[config.mk]
export PLATFORM = sky130hd
export DESIGN_NAME = ram_pattern_engine
export DESIGN_NICKNAME = d
export VERILOG_FILES = /design/src/rtl/rc4_init_pkg.sv /design/src/rtl/verify_delay_line.sv /design/src/rtl/ram_pattern_engine.sv
export SDC_FILE = /design/constraint.sdc
export NUM_CORES = 1
export LEC_CHECK = 0
export CAP_MARGIN = 20
export CORE_ASPECT_RATIO = 1.1
export CORE_MARGIN = 2
export CORE_UTILIZATION = 35
export CTS_CLUSTER_DIAMETER = 40
export DETAILED_ROUTE_END_ITERATION = 7
export GPL_TIMING_DRIVEN = 0
export PLACE_DENSITY = 0.6
export SYNTH_ARGS = -nofsm -noshare
export SYNTH_HDL_FRONTEND = slang
export SYNTH_SLANG_ARGS = --single-unit
[constraint.sdc]
create_clock -name clk -period 2.7 [get_ports clk]
set_input_delay 0.81 -clock clk [delete_from_list [all_inputs] [get_ports clk]]
set_output_delay 0.81 -clock clk [all_outputs]
set_load 0.02 [all_outputs]
[src/rtl/rc4_init_pkg.sv]
// rc4_init_pkg: shared types and limits for the RAM fill/verify engine.
package rc4_init_pkg;
  typedef enum logic [1:0] {IDENTITY, CONST, STRIDE, VERIFY} mode_t;
  typedef enum logic [1:0] {IDLE, WRITE, RD_ISSUE, RD_DRAIN} state_t;
  localparam int MAX_READ_LATENCY = 4;
endpackage

[src/rtl/verify_delay_line.sv]
// verify_delay_line: carries {valid, expected, address} so it lines up with RAM read data.
module verify_delay_line #(
  parameter int DATA_W       = 8,
  parameter int ADDR_W       = 8,
  parameter int READ_LATENCY = 1
) (
  input  logic              clk,
  input  logic              rst_n,
  input  logic              flush_i,
  input  logic              valid_i,
  input  logic [DATA_W-1:0] exp_i,
  input  logic [ADDR_W-1:0] addr_i,
  output logic              valid_o,
  output logic [DATA_W-1:0] exp_o,
  output logic [ADDR_W-1:0] addr_o
);
  localparam int W  = 1 + DATA_W + ADDR_W;
  localparam int SW = READ_LATENCY * W;
  logic [SW-1:0] sr_q;
  always_ff @(posedge clk or negedge rst_n)
    if (!rst_n) sr_q <= '0;
    else        sr_q <= flush_i ? '0 : SW'({sr_q, valid_i, exp_i, addr_i});
  assign {valid_o, exp_o, addr_o} = sr_q[SW-1 -: W];
endmodule

[src/rtl/ram_pattern_engine.sv]
// ram_pattern_engine: fills a RAM address range with a pattern or verifies it against a stride.
module ram_pattern_engine
  import rc4_init_pkg::*;
#(
  parameter int DATA_W       = 8,
  parameter int ADDR_W       = 8,
  parameter int READ_LATENCY = 1
) (
  input  logic              clk,
  input  logic              reset,
  input  logic              start,
  input  logic              abort,
  input  logic [1:0]        mode,
  input  logic [ADDR_W-1:0] start_index,
  input  logic [ADDR_W-1:0] end_index,
  input  logic [DATA_W-1:0] seed,
  input  logic [DATA_W-1:0] step,
  output logic              busy,
  output logic              done,
  output logic              error,
  output logic [ADDR_W-1:0] mismatch_addr,
  output logic              write_enable,
  output logic [ADDR_W-1:0] address,
  output logic [DATA_W-1:0] ram_in,
  input  logic [DATA_W-1:0] ram_out
);
  localparam int CNT_W = $clog2(MAX_READ_LATENCY);
  state_t            state_q, state_d;
  mode_t             mode_q, mode_d;
  logic              start_q, we_q, we_d, done_q, done_d, err_q, err_d;
  logic [ADDR_W-1:0] addr_q, addr_d, end_q, end_d, mm_q, mm_d, next_addr, chk_addr;
  logic [DATA_W-1:0] data_q, data_d, seed_q, seed_d, step_q, step_d, next_data, chk_exp;
  logic [CNT_W-1:0]  cnt_q, cnt_d;
  logic              start_pulse, last, chk_valid, mismatch;

  verify_delay_line #(.DATA_W(DATA_W), .ADDR_W(ADDR_W), .READ_LATENCY(READ_LATENCY)) u_dl (
    .clk(clk), .rst_n(reset), .flush_i(state_q == IDLE), .valid_i(state_q == RD_ISSUE),
    .exp_i(data_q), .addr_i(addr_q), .valid_o(chk_valid), .exp_o(chk_exp), .addr_o(chk_addr)
  );

  assign start_pulse = start & ~start_q;
  assign busy        = state_q != IDLE;
  assign last        = addr_q == end_q;
  assign next_addr   = addr_q + 1'b1;
  assign next_data   = mode_q == IDENTITY ? DATA_W'(next_addr) : mode_q == CONST ? seed_q : data_q + step_q;
  assign mismatch    = busy && chk_valid && chk_exp != ram_out;

  always_comb begin
    state_d = state_q;
    mode_d  = mode_q;
    end_d   = end_q;
    seed_d  = seed_q;
    step_d  = step_q;
    addr_d  = addr_q;
    data_d  = data_q;
    we_d    = we_q;
    done_d  = done_q;
    err_d   = err_q;
    mm_d    = mm_q;
    cnt_d   = cnt_q;
    unique case (state_q)
      IDLE: if (start_pulse && !abort) begin
        mode_d  = mode_t'(mode);
        end_d   = end_index;
        seed_d  = seed;
        step_d  = step;
        addr_d  = start_index;
        data_d  = mode == IDENTITY ? DATA_W'(start_index) : seed;
        done_d  = 1'b0;
        err_d   = 1'b0;
        we_d    = mode != VERIFY;
        state_d = mode == VERIFY ? RD_ISSUE : WRITE;
      end
      WRITE: if (last) begin
        we_d    = 1'b0;
        done_d  = 1'b1;
        state_d = IDLE;
      end else begin
        addr_d = next_addr;
        data_d = next_data;
      end
      RD_ISSUE: if (last) begin
        state_d = RD_DRAIN;
        cnt_d   = CNT_W'(READ_LATENCY - 1);
      end else begin
        addr_d = next_addr;
        data_d = next_data;
      end
      RD_DRAIN: if (cnt_q == '0) begin
        done_d  = 1'b1;
        state_d = IDLE;
      end else cnt_d = cnt_q - 1'b1;
      default: state_d = IDLE;
    endcase
    if (mismatch) begin
      err_d   = 1'b1;
      mm_d    = chk_addr;
      done_d  = 1'b1;
      state_d = IDLE;
    end
    // abort beats both completion and a same-cycle mismatch
    if (abort && busy) begin
      state_d = IDLE;
      we_d    = 1'b0;
      done_d  = done_q;
      err_d   = err_q;
      mm_d    = mm_q;
    end
  end

  always_ff @(posedge clk or negedge reset)
    if (!reset) begin
      state_q <= IDLE;
      mode_q  <= IDENTITY;
      start_q <= 1'b0;
      end_q   <= '0;
      seed_q  <= '0;
      step_q  <= '0;
      addr_q  <= '0;
      data_q  <= '0;
      we_q    <= 1'b0;
      done_q  <= 1'b0;
      err_q   <= 1'b0;
      mm_q    <= '0;
      cnt_q   <= '0;
    end else begin
      state_q <= state_d;
      mode_q  <= mode_d;
      start_q <= start;
      end_q   <= end_d;
      seed_q  <= seed_d;
      step_q  <= step_d;
      addr_q  <= addr_d;
      data_q  <= data_d;
      we_q    <= we_d;
      done_q  <= done_d;
      err_q   <= err_d;
      mm_q    <= mm_d;
      cnt_q   <= cnt_d;
    end

  assign done          = done_q;
  assign error         = err_q;
  assign mismatch_addr = mm_q;
  assign write_enable  = we_q;
  assign address       = addr_q;
  assign ram_in        = data_q;
endmodule

==> impl_metrics.ini <==
[outcome]
status = complete, no violations

[finish]
fill_cells = 1098
area_growth_pct = 28.8
drive_gt1_share_pct = 15.8
multiInputGateArea_um2 = 2090
regArea_um2 = 1880
diodes = 0
final_common_cell = dfrtp_1
fin_nets = 539
final_cell_mix = 75 x dfrtp_1, 71 x clkdlybuf4s50_1, 41 x mux2_2

[grt]
grt_max_degree = 62
grt_pass1_vias = 3365
grt_pass1_wl_um = 17400
grtUsageTotal_pct = 17.5
gr-total-overflow = 0
antenna_found_initial = 0

[logic_synthesis]
synth_cell_type_count = 56
yosys_warnings = 0
synth_edf_count = 0
synthFlopType = dfrtp_1
synth_area_leaders = dfrtp_1 45%, mux2_2 11%, xnor2_1 4.4%
synth-seq-cells = 75
netlist_instances = 393
ys_seq_area_share_pct = 45.2
synth_nets = 454
syn_area_um2 = 4160
synth_area_per_cell_um2 = 10.6
synth_top_area_share_pct = 45.2
yosysTopAreaCell = dfrtp_1
synthArstFlopShare_pct = 100

[clock_tree]
cts_buffer_depth = 2
cts_buffers = 9
htree_levels = 3
cts.clk_slew.worst_paths_ns = 0.06
cts_setup_buffers = 0
cts_tree = yes
clock_latency_ns = 0.34
cts.sinks = 75
root_buffer = clkbuf_16

[pwr]
p_int_w = 0.00397
p_clk_share_pct = 16.0
powerDensity_nw_per_um2 = 1250
switching_share_pct = 40.8
power_frac_comb_pct = 53.6
pwr-share-seq_pct = 30.4
ir_drop_v = 0.000444
power.switching_w = 0.00274
leakage_nw = 2.22

[place]
io_buffers = 73
gp_congestion = 0.887
dp_slack_ns = -0.188
hpwl_um = 7890

[sta]
slew_headroom_pct = 60.9
worst_pin_slew_ns = 0.587
fin_hold_ws_ns = 0.328
setup_ws_ns = 0.127
finClkSkew_ns = 0.00630
min_period_ns = 2.57
drv_slew = 0
final.period_utilization_pct = 95.3
rsz0062_at_grt = no
fmax_mhz = 389
setup_viol = 0
hold_viol_final = 0

[min_path]
min_path_type = input pin to async pin

[setup_path]
cp.arrival_ns = 2.79
worst-path-max-fanout = 10
path_cells = clkdlybuf4s50_1 -> or3b_4 -> nand2_2 -> nand2b_4 -> a21oi_4 -> buf_4 -> mux2i_1 -> o21ai_1
cpPeakStageDelay_ns = 0.50
path_class = input pin to register
slowest_stage = clkdlybuf4s50_1
worstSetupStartpointType = input pin
critPathCaptureType = register
required_ns = 2.92

[floorplan]
dieArea_um2 = 12800
start_util_pct = 36.0
die_h_um = 118
pin_count = 74
core_area_um2 = 11500
placementRows = 41
die_x_um = 108

[routing]
dr_total_vias = 3280
postRouteAntennaNets = 0
drcViolationCount = 0
drtIter0Drc = 115
wl_per_cell_um = 16.9
first_pass_iters = 4
drt-vias-per-instance = 5.21
wl_um = 10700

[run]
drv_cap = 0
## per-layer routing
metal,GRT usage [%],up-vias,wire [um]
met1,23.5,1621,4800
li1,-,1564,-
met5,0,-,0
met3,2.54,18,477
met2,27.7,77,5110
met4,8.33,0,278
## area by class of cell
type | instances | area share [%]
inverters | 19 | 1.33
multi-input cells | 279 | 39.0
well taps | 150 | 3.51
flip-flops and latches | 75 | 35.1
repair buffers | 74 | 14.2
clock buffers | 13 | 4.68
plain buffers | 20 | 2.27
## cell usage after synthesis (3+ instances only)
master	count
dfrtp_1	75
a211oi_1	5
nand2_1	20
nor2b_1	16
o211ai_1	5
buf_2	4
nor2_1	20
buf_6	4
inv_1	19
nand4_1	7
o21ai_1	3
ha_1	14
clkbuf_1	8
a21oi_1	16
o32ai_1	3
nand3_1	8
mux2i_1	11
o21ai_0	33
nor3_1	4
a31oi_1	4
nand2b_1	5
mux2_2	41
xnor2_1	21
buf_4	3
o22ai_1	4
## per-stage QoR
stage	power [W]	area (um^2)	setup TNS, ns	util [%]	instances
after floorplan	0.00446	4160	0	-	393
after global placement	0.00557	5070	-138.95	44.0	616
after detailed placement	0.00565	5100	-2.08	44.2	617
after CTS	0.00674	5350	0	46.3	630
after global routing	0.00719	5350	0	46.4	630
final	0.00671	5350	0	46.4	630
## worst max-delay path: cells and delay by family
kind | cells | cell delay, ns
AOI/OAI and AO/OA | 2 | 0.32
buffers and inverters | 2 | 0.74
muxes | 1 | 0.22
and+or+nand+nor | 3 | 0.68
## sequential cells by signal (all words and copies together), names as in the netlist, 8 cells and up
register,cells
step_q,8
end_q,8
seed_q,8
ram_in,8
address,8
u_dl.sr_q,17
mismatch_addr,8
## path summary, 6_finish.rpt
kind                            depth (start not counted)                            to              startpoint  slack, ns
worst max-delay path                                    8         ram_in[4]$_DFFE_PN0P_                   abort       0.13
worst min-delay path                                    1         seed_q[2]$_DFFE_PN0P_                   reset       0.33
worst max register to register                          9         ram_in[6]$_DFFE_PN0P_   ram_in[0]$_DFFE_PN0P_       0.35
worst min register to register                          1  mismatch_addr[5]$_DFFE_PN0P_  u_dl.sr_q[5]$_DFF_PN0_       0.47
max in group asynchronous                               2         ram_in[5]$_DFFE_PN0P_                   reset       1.80
min in group clk                                        1  mismatch_addr[5]$_DFFE_PN0P_  u_dl.sr_q[5]$_DFF_PN0_       0.47
## timing repair
item	CTS	global route
endpoints found under the hold margin	0	0
gates resized for setup	0	1
hold buffers	0	0
endpoints found under the setup margin	0	1
## power groups by stage
| stage | registers [W] | logic, W | clock network (W) |
|---|---|---|---|
| detailed placement | 0.00207 | 0.00358 | 0 |
| global placement | 0.00205 | 0.00352 | 0 |
| global route | 0.00211 | 0.00395 | 0.00112 |
| CTS | 0.00205 | 0.00360 | 0.00109 |
| floorplan | 0.00218 | 0.00228 | 0 |
| finish | 0.00204 | 0.00360 | 0.00107 |
## cell families after synthesis
kind of cell,synth area share [%]
compound gates,14.2
xor+xnor,5.42
fa+ha+maj,4.70
buf+inv,4.64
flops,45.2
mux,13.8
simple gates,12.1
(Power assumes the default switching activity.)
